==> config.mk <==
export PLATFORM = sky130hd
export DESIGN_NAME = qpsk_symbol_mapper
export DESIGN_NICKNAME = d
export VERILOG_FILES = /design/src/rtl/qpsk_symbol_mapper.sv
export SDC_FILE = /design/constraint.sdc
export NUM_CORES = 1
export LEC_CHECK = 0
export ABC_AREA = 1
export ABC_CLOCK_PERIOD_IN_PS = 1400
export CAP_MARGIN = 20
export CORE_AREA = 2 2 64 66
export DETAILED_ROUTE_END_ITERATION = 7
export DIE_AREA = 0 0 66 68
export HOLD_SLACK_MARGIN = 0.08
export PLACE_DENSITY_LB_ADDON = 0.15
export SLEW_MARGIN = 20
export SYNTH_ARGS = -nofsm -noshare
export SYNTH_HDL_FRONTEND = slang
export SYNTH_SLANG_ARGS = --single-unit
==> constraint.sdc <==
create_clock -name clk -period 1.4 [get_ports clk]
set_input_delay 0.35 -clock clk [delete_from_list [all_inputs] [get_ports clk]]
set_output_delay 0.35 -clock clk [all_outputs]
set_load 0.05 [all_outputs]
==> src/rtl/qpsk_symbol_mapper.sv <==
// QPSK symbol mapper: pulls bytes from an upstream FIFO, splits each byte into
// dibits (MSB dibit first), Gray-maps each dibit to an (I,Q) level pair, and
// holds every symbol for SPS clocks. The next byte is prefetched during the
// last dibit, so consecutive bytes stream with no gap in sym_valid.
//
// state | meaning
// ------+---------------------------------------------------------------
// IDLE  | no symbol on the outputs; waiting for tx_en with a non-empty fifo
// FETCH | fifo_read_en is high for this single cycle
// LOAD  | fifo_data is valid; captured into the shift register at the edge
// SEND  | emitting dibits, each held SPS clocks; prefetching the next byte
module qpsk_symbol_mapper #(
    parameter int FIFO_WIDTH = 8,
    parameter int SPS        = 4,
    parameter int OUT_W      = 4,
    parameter int AMP        = 7
) (
    input  logic                    clk,
    input  logic                    reset,
    input  logic                    tx_en,
    input  logic                    fifo_empty,
    input  logic [FIFO_WIDTH-1:0]   fifo_data,
    output logic                    fifo_read_en,
    output logic signed [OUT_W-1:0] i_out,
    output logic signed [OUT_W-1:0] q_out,
    output logic                    sym_valid,
    output logic                    sym_start,
    output logic                    underrun
);

    localparam int N_DIBIT = FIFO_WIDTH / 2;
    localparam int CNT_W   = $clog2(SPS);
    localparam int IDX_W   = (N_DIBIT > 1) ? $clog2(N_DIBIT) : 1;
    localparam logic [CNT_W-1:0] CNT_LAST = CNT_W'(SPS - 1);
    localparam logic [IDX_W-1:0] IDX_LAST = IDX_W'(N_DIBIT - 1);

    typedef enum logic [1:0] {IDLE, FETCH, LOAD, SEND} state_t;

    state_t                r_state;
    logic [CNT_W-1:0]      r_cnt;
    logic [IDX_W-1:0]      r_idx;
    logic [FIFO_WIDTH-1:0] r_shift;
    logic [FIFO_WIDTH-1:0] r_nb;
    logic                  r_nb_valid;
    logic                  r_pf_due;   // fifo_data carries the prefetched byte this cycle
    logic                  r_armed;    // keeps the first read off the first edge after reset
    logic [FIFO_WIDTH-1:0] w_shift_nxt;

    assign w_shift_nxt = r_shift << 2;

    // Gray mapping: b0 selects the sign of I, b1 selects the sign of Q.
    function automatic logic [2*OUT_W-1:0] map_dibit(input logic [1:0] d);
        logic [OUT_W-1:0] p;
        logic [OUT_W-1:0] n;
        p = OUT_W'(AMP);
        n = OUT_W'(-AMP);
        map_dibit = {(d[0] ? n : p), (d[1] ? n : p)};
    endfunction

    // Sequencer, counters, prefetch and all registered outputs.
    always_ff @(posedge clk or posedge reset) begin
        if (reset) begin
            r_state      <= IDLE;
            r_cnt        <= '0;
            r_idx        <= '0;
            r_shift      <= '0;
            r_nb         <= '0;
            r_nb_valid   <= 1'b0;
            r_pf_due     <= 1'b0;
            r_armed      <= 1'b0;
            fifo_read_en <= 1'b0;
            i_out        <= '0;
            q_out        <= '0;
            sym_valid    <= 1'b0;
            sym_start    <= 1'b0;
            underrun     <= 1'b0;
        end else begin
            r_armed      <= 1'b1;
            fifo_read_en <= 1'b0;
            sym_start    <= 1'b0;
            underrun     <= 1'b0;
            r_pf_due     <= 1'b0;
            case (r_state)
                IDLE: begin
                    sym_valid <= 1'b0;
                    i_out     <= '0;
                    q_out     <= '0;
                    if (r_armed && tx_en && !fifo_empty) begin
                        r_state      <= FETCH;
                        fifo_read_en <= 1'b1;
                    end
                end
                FETCH: begin
                    r_state <= LOAD;
                end
                LOAD: begin
                    r_shift        <= fifo_data;
                    {i_out, q_out} <= map_dibit(fifo_data[FIFO_WIDTH-1 -: 2]);
                    sym_valid      <= 1'b1;
                    sym_start      <= 1'b1;
                    r_cnt          <= '0;
                    r_idx          <= '0;
                    r_state        <= SEND;
                end
                SEND: begin
                    r_pf_due <= fifo_read_en;
                    if (r_pf_due) begin
                        r_nb       <= fifo_data;
                        r_nb_valid <= 1'b1;
                    end
                    // one prefetch per byte, decided on the first clock of the last dibit
                    if (r_cnt == '0 && r_idx == IDX_LAST && tx_en && !fifo_empty &&
                        !r_nb_valid && !r_pf_due && !fifo_read_en) begin
                        fifo_read_en <= 1'b1;
                    end
                    if (r_cnt != CNT_LAST) begin
                        r_cnt <= r_cnt + CNT_W'(1);
                    end else if (r_idx != IDX_LAST) begin
                        r_cnt          <= '0;
                        r_idx          <= r_idx + IDX_W'(1);
                        r_shift        <= w_shift_nxt;
                        {i_out, q_out} <= map_dibit(w_shift_nxt[FIFO_WIDTH-1 -: 2]);
                        sym_start      <= 1'b1;
                    end else if (r_nb_valid) begin
                        r_cnt          <= '0;
                        r_idx          <= '0;
                        r_shift        <= r_nb;
                        r_nb_valid     <= 1'b0;
                        {i_out, q_out} <= map_dibit(r_nb[FIFO_WIDTH-1 -: 2]);
                        sym_start      <= 1'b1;
                    end else if (r_pf_due) begin
                        // prefetched byte arrives exactly at the byte boundary
                        r_cnt          <= '0;
                        r_idx          <= '0;
                        r_shift        <= fifo_data;
                        r_nb_valid     <= 1'b0;
                        {i_out, q_out} <= map_dibit(fifo_data[FIFO_WIDTH-1 -: 2]);
                        sym_start      <= 1'b1;
                    end else if (fifo_read_en) begin
                        // very short SPS: read still in flight, let LOAD catch the byte
                        r_pf_due  <= 1'b0;
                        r_state   <= LOAD;
                        sym_valid <= 1'b0;
                        i_out     <= '0;
                        q_out     <= '0;
                    end else begin
                        r_state   <= IDLE;
                        sym_valid <= 1'b0;
                        i_out     <= '0;
                        q_out     <= '0;
                        underrun  <= tx_en;
                    end
                end
                default: r_state <= IDLE;
            endcase
        end
    end

endmodule
Word-level counts from Yosys, hierarchy flattened

Cells that the tools add are included.

Register bits after elaboration: 35
Bits of input ports: 12
Output and inout port bits: 12
Word-level logic and storage cells: 116

Add/sub/neg operators: 2
Equal/unequal tests: 13
Mux-type cells: 65
Reduce and logical (&&, ||, !) cells: 22

Operator list:

| operator              | number |
|---|---|
| $mux W4               | 14 |
| $mux W1               | 26 |
| $mux W2               | 12 |
| $mux W6               | 4 |
| $pmux W4 S3           | 2 |
| $ne A2 B2 Y1 const B  | 7 |
| $pmux W6 S2           | 1 |
| $reduce_and A5 Y1     | 2 |
| $logic_and A1 B1 Y1   | 8 |
| $pmux W2 S2           | 2 |
| $pmux W2 S4           | 1 |
| $eq A2 B2 Y1 const B  | 3 |
| $reduce_and A2 Y1     | 3 |
| $ne A5 B5 Y1 const B  | 1 |
| $add A2 B1 Y2 const B | 2 |
| $logic_not A1 Y1      | 4 |
| $logic_not A2 Y1      | 2 |
| $ne A4 B4 Y1 const B  | 1 |
| $pmux W1 S2           | 2 |
| $pmux W1 S3           | 1 |
| $reduce_and A3 Y1     | 1 |
| $reduce_bool A3 Y1    | 1 |
| $eq A2 B1 Y1 const B  | 1 |
| $reduce_bool A2 Y1    | 1 |

Logic depth before layout (Yosys ltp)

Word-level depth: 9
Depth in mapped cells: 10
Gate-level depth less buffers: 10

Worst setup path after synthesis

Ideal clock, no wire load.

Path kind: register to register
Start: register r_state[0]
End: register r_shift[0]
Library setup time: 0.123 ns
Arrival time: 1.315 ns
Data required time: 1.277 ns
Setup slack: -0.038 ns
Stages on the path, launching flop included: 11
Buffers on the path: 1
Period minus slack after synthesis: 1.438 ns
Path through: dfrtp_1 > inv_1 > ha_1 > inv_2 > nor2_2 > inv_2 > nand3_4 > nand2_4 > buf_12 > nand2_2 > o21ai_2

Cells in the longest elaborated chain, start to end: 3
Elaborated cells between the ends (all ways): 7
Classes of those cells: 4 x eq/ne; 1 x mux; 2 x reduce/logical

RTL lines:

| item                                                        | line | text |
|---|---|---|
| start: declaration                                          | 39   | `state_t r_state;` |
| start signal: assignment                                    | 63   | `r_state <= IDLE;` |
| start signal: assignment                                    | 89   | `r_state <= FETCH;` |
| start signal: assignment                                    | 94   | `r_state <= LOAD;` |
| $eq A2 B2 Y1                                                | 83   | `case (r_state)` |
| $ne A4 B4 Y1 (no source line), or another cell as far along | n/a  |  |
| $reduce_and A3 Y1 (no source line)                          | n/a  |  |
| end signal: assignment                                      | 97   | `r_shift <= fifo_data;` |
| end signal: assignment                                      | 121  | `r_shift <= w_shift_nxt;` |
| end signal: assignment                                      | 127  | `r_shift <= r_nb;` |
| end: declaration                                            | 42   | `logic [FIFO_WIDTH-1:0] r_shift;` |

Parallel ways exist; a longest one is shown, timed or not.
A chain may end at the register's enable or synchronous reset.

Final worst setup path

Start: register r_state[1]
End: register r_shift[2]

The elaborated chain is that of the path after synthesis.

==> qor_table.md <==
| Metric | Value | Unit |
|---|---|---|
| Final-report hold violation count | 0 | - |
| Final net count | 276 | - |
| Average size of a mapped cell | 8.62 | µm² |
| Final critical path time including I/O delays and setup | 1.39 | ns |
| Routed wire length on met3 | 154 | µm |
| Post-Synthesis Cell Area | 0.00181 | mm² |
| # setup viols final | 0 | - |
| Placed Instance Area | 0.00229 | mm² |
| Routed Antenna Nets | 0 | - |
| Pin count of the biggest net entering global routing | 33 | - |
| Worst flop-to-flop path endpoint | r_shift[2] | - |
| EDFF count, synth | 0 | - |
| Maxcap violations | 0 | - |
| Total area of multi-input combinational cells | 958 | µm² |
| Vias per inst | 4.89 | - |
| Count of synthesis-stage warnings from yosys | 0 | - |
| Leak | 0.00126 | µW |
| Beginning of the critical path | r_state[1] | - |
| Synth top area cells | sky130_fd_sc_hd__dfrtp_1 44%, sky130_fd_sc_hd__nand2_1 10%, sky130_fd_sc_hd__ha_1 5.5% | - |
| Syn_nets | 230 | - |
| Fin Setup TNS | 0 | ns |
| Weighted congestion reported at the end of routability-driven placement | 0.797 | - |
| Worst reg-to-reg setup slack | 0.006 | ns |
| Predominant post-synthesis flop cell | sky130_fd_sc_hd__dfrtp_1 | - |
| Num CTS Buffers | 5 | - |
| Post-layout power | 5420 | µW |
| Post-DP HPWL | 2740 | µm |
| Met2 Wirelength | 2110 | µm |
| Cell count after synthesis | 210 | - |
| Fraction of layout cells with a size suffix above 1 | 37.0 | % |
| Flop and latch count out of synthesis | 32 | - |
| Antenna cells | 0 | - |
| Source-to-sink clock delay at the later pin of the worst-skew pair | 0.28 | ns |
| Layout fillers | 308 | - |
| Residual DRC | 0 | - |
| Starting density of the core | 47.0 | % |
| Number of antenna violations at the first check in global routing | 0 | - |
| Fraction of the core area covered by cells at the end of the flow | 66.8 | % |
| Beginning of the worst register-to-register path | r_state[1] | - |
| Register area | 801 | µm² |
| Register clock-pin slew on the reported worst setup and hold paths | 0.06 | ns |
| Via count of the first global-routing pass | 1,434 | - |
| Area share of the largest cell type after synthesis | 44.2 | % |
| Worst clock skew on the final layout | 0.00318 | ns |
| Clock Tree Root | sky130_fd_sc_hd__clkbuf_8 | - |
| Total congestion overflow | 0 | - |
| Finished Layout Cells | 307 | - |
| Clk buf depth | 2 | - |
| Overall track demand over capacity in global routing | 20.3 | % |
| Power Dens Cells | 2110 | mW/mm² |
| Die H | 68 | µm |
| Seq/Total Area, Yosys | 44.2 | % |
| Proportion of register bits with asynchronous set or reset after synthesis | 100 | % |
| Final wirelength | 4010 | µm |
| Met1 routed wirelength after detailed routing | 1700 | µm |
| Class of the worst hold path | input pin to asynchronous set/reset pin | - |
| Detailed Route Iter0 Violations | 127 | - |
| Count of hold-fix buffers inserted at cts | 0 | - |
| Final count of pins violating max slew | 0 | - |
| Layout Area Growth over Synthesis | 42.3 | % |
| Maximum resistive drop on vdd | 0.00163 | V |
| Share of the cycle needed by the critical path after routing | 99.6 | % |
| CTS tree | built | - |
| Worst setup SP type | register | - |
| Unrepaired setup endpoints after global routing | true | - |
| Max FO, Critical Path | 6 | - |
| Quantity of I/O buffers inserted on ports | 23 | - |
| Area inside the core boundary | 0.00386 | mm² |
| Result of the run | finished clean | - |
| Total via count after detailed routing | 1,501 | - |
| Post-route cell area | 0.00258 | mm² |
| Count of unique library cells instantiated by Yosys | 29 | - |
| Total clock sinks | 32 | - |
| Most frequently used cell type in the post-synthesis netlist | sky130_fd_sc_hd__nand2_1 | - |
| Crit Path Category | register to register | - |
| Endpoint class of the critical path | register | - |
| Die area | 0.00449 | mm² |
| Post-synth top area cell | sky130_fd_sc_hd__dfrtp_1 | - |
| Arrival time of data at the critical path endpoint | 1.56 | ns |
| Worst Reg-to-Reg Cells | 10 | - |
| Number of top-level pins | 24 | - |
| Floorplan row count | 23 | - |
| First-pass iteration count of the detailed router | 5 | - |
| Commonest cells in the synthesized netlist | 49 x sky130_fd_sc_hd__nand2_1, 32 x sky130_fd_sc_hd__dfrtp_1, 17 x sky130_fd_sc_hd__inv_1 | - |
| Wire length of the first global-routing pass | 6760 | µm |
| Average wire per standard cell | 13.1 | µm |
| Data required time at the worst endpoint | 1.57 | ns |
| Htree depth | 2 | - |
| Top metal layer carrying routed signals | met4 | - |
| Die span in x | 66 | µm |
| DP Cell Count | 293 | - |
| Upper clock frequency limit | 717 | MHz |
## critical path, cell delays in order, from the launching register on
cell                      delay [ns]
sky130_fd_sc_hd__dfrtp_1        0.42
sky130_fd_sc_hd__buf_6          0.15
sky130_fd_sc_hd__ha_4           0.16
sky130_fd_sc_hd__inv_4          0.05
sky130_fd_sc_hd__nor2_4         0.03
sky130_fd_sc_hd__inv_2          0.07
sky130_fd_sc_hd__nand3_4        0.12
sky130_fd_sc_hd__nand2_8        0.14
sky130_fd_sc_hd__inv_2          0.04
sky130_fd_sc_hd__nand2_2        0.05
sky130_fd_sc_hd__nand2_1        0.05
## where the power goes
group	internal [µW]	total [µW]	switching [µW]
combinational	1470	3190	1720
sequential	1220	1520	298
clock	401	721	320
total	3090	5420	2330
## how the worst max path moves through the flow
stage	end	slack, ns	cells past startpoint
2_1_floorplan	r_shift[0]	0.01	10
3_3_place_gp	i_out[2]	-0.03	6
3_5_place_dp	i_out[2]	-0.04	6
4_1_cts	r_shift[1]	0.002	5
5_1_grt	r_shift[3]	-0.09	9
6_report	r_shift[2]	0.006	10
## cell type report
type / count / area share, %
sequential: 32 / 31.1
tap: 50 / 2.43
inverter: 23 / 3.84
clock buffer: 8 / 3.50
multi-input combinational: 147 / 37.2
timing repair buffer: 47 / 22.0
## flip-flops by register name, summed over array words and instances, names as in the netlist, 2 cells and up
name,count
q_out,2
r_nb,8
r_shift,6
i_out,3
r_cnt,2
r_state,2
r_idx,2
## layer usage
metal  vias to the layer above  global-route usage [%]
met3                         4                    4.44
met2                        32                    32.7
met4                         0                    9.44
met5                         -                       0
li1                        764                       -
met1                       701                    26.4
## repair_timing
action,CTS,global route
pin swaps,1,13
buffers inserted,0,5
gates cloned,0,1
gates resized for setup,8,29
endpoints found under the setup margin,9,22
## cell usage in the layout, fill, tap and decap left out, types with 3 or more instances in the layout
cell type	netlist	routed
sky130_fd_sc_hd__a21oi_1	8	6
sky130_fd_sc_hd__buf_12	1	13
sky130_fd_sc_hd__buf_4	3	18
sky130_fd_sc_hd__buf_6	4	4
sky130_fd_sc_hd__clkbuf_8	0	6
sky130_fd_sc_hd__clkdlybuf4s50_1	0	11
sky130_fd_sc_hd__dfrtp_1	32	32
sky130_fd_sc_hd__ha_1	8	4
sky130_fd_sc_hd__inv_1	17	14
sky130_fd_sc_hd__inv_2	5	5
sky130_fd_sc_hd__inv_4	0	3
sky130_fd_sc_hd__mux2_2	3	3
sky130_fd_sc_hd__nand2_1	49	44
sky130_fd_sc_hd__nand2_2	11	10
sky130_fd_sc_hd__nand2_4	3	8
sky130_fd_sc_hd__nand3_1	14	14
sky130_fd_sc_hd__nand4_1	5	5
sky130_fd_sc_hd__nor2_1	16	15
sky130_fd_sc_hd__o21ai_0	6	4
sky130_fd_sc_hd__o21ai_1	3	5
sky130_fd_sc_hd__o21ai_2	3	3
sky130_fd_sc_hd__or2_2	4	4
## kinds of logic after synthesis
family / after synthesis / share of synthesized area [%]
flip-flops: 32 / 44.2
AND/OR/NAND/NOR: 108 / 28.6
AO/OA/AOI/OAI: 25 / 8.57
buffers and inverters: 32 / 10.2
multiplexers: 4 / 2.69
adder cells (fa/ha/maj): 8 / 5.53
other: 1 / 0.207
## per-stage QoR
stage / hold WS [ns] / setup WS, ns
5_1_grt: 0.428 / -0.0879
2_1_floorplan: 0.446 / 0.0104
3_3_place_gp: 0.468 / -0.0301
4_1_cts: 0.416 / 0.00193
3_5_place_dp: 0.474 / -0.0447
6_report: 0.414 / 0.00577
No activity file was read; power rests on OpenSTA's default activity.
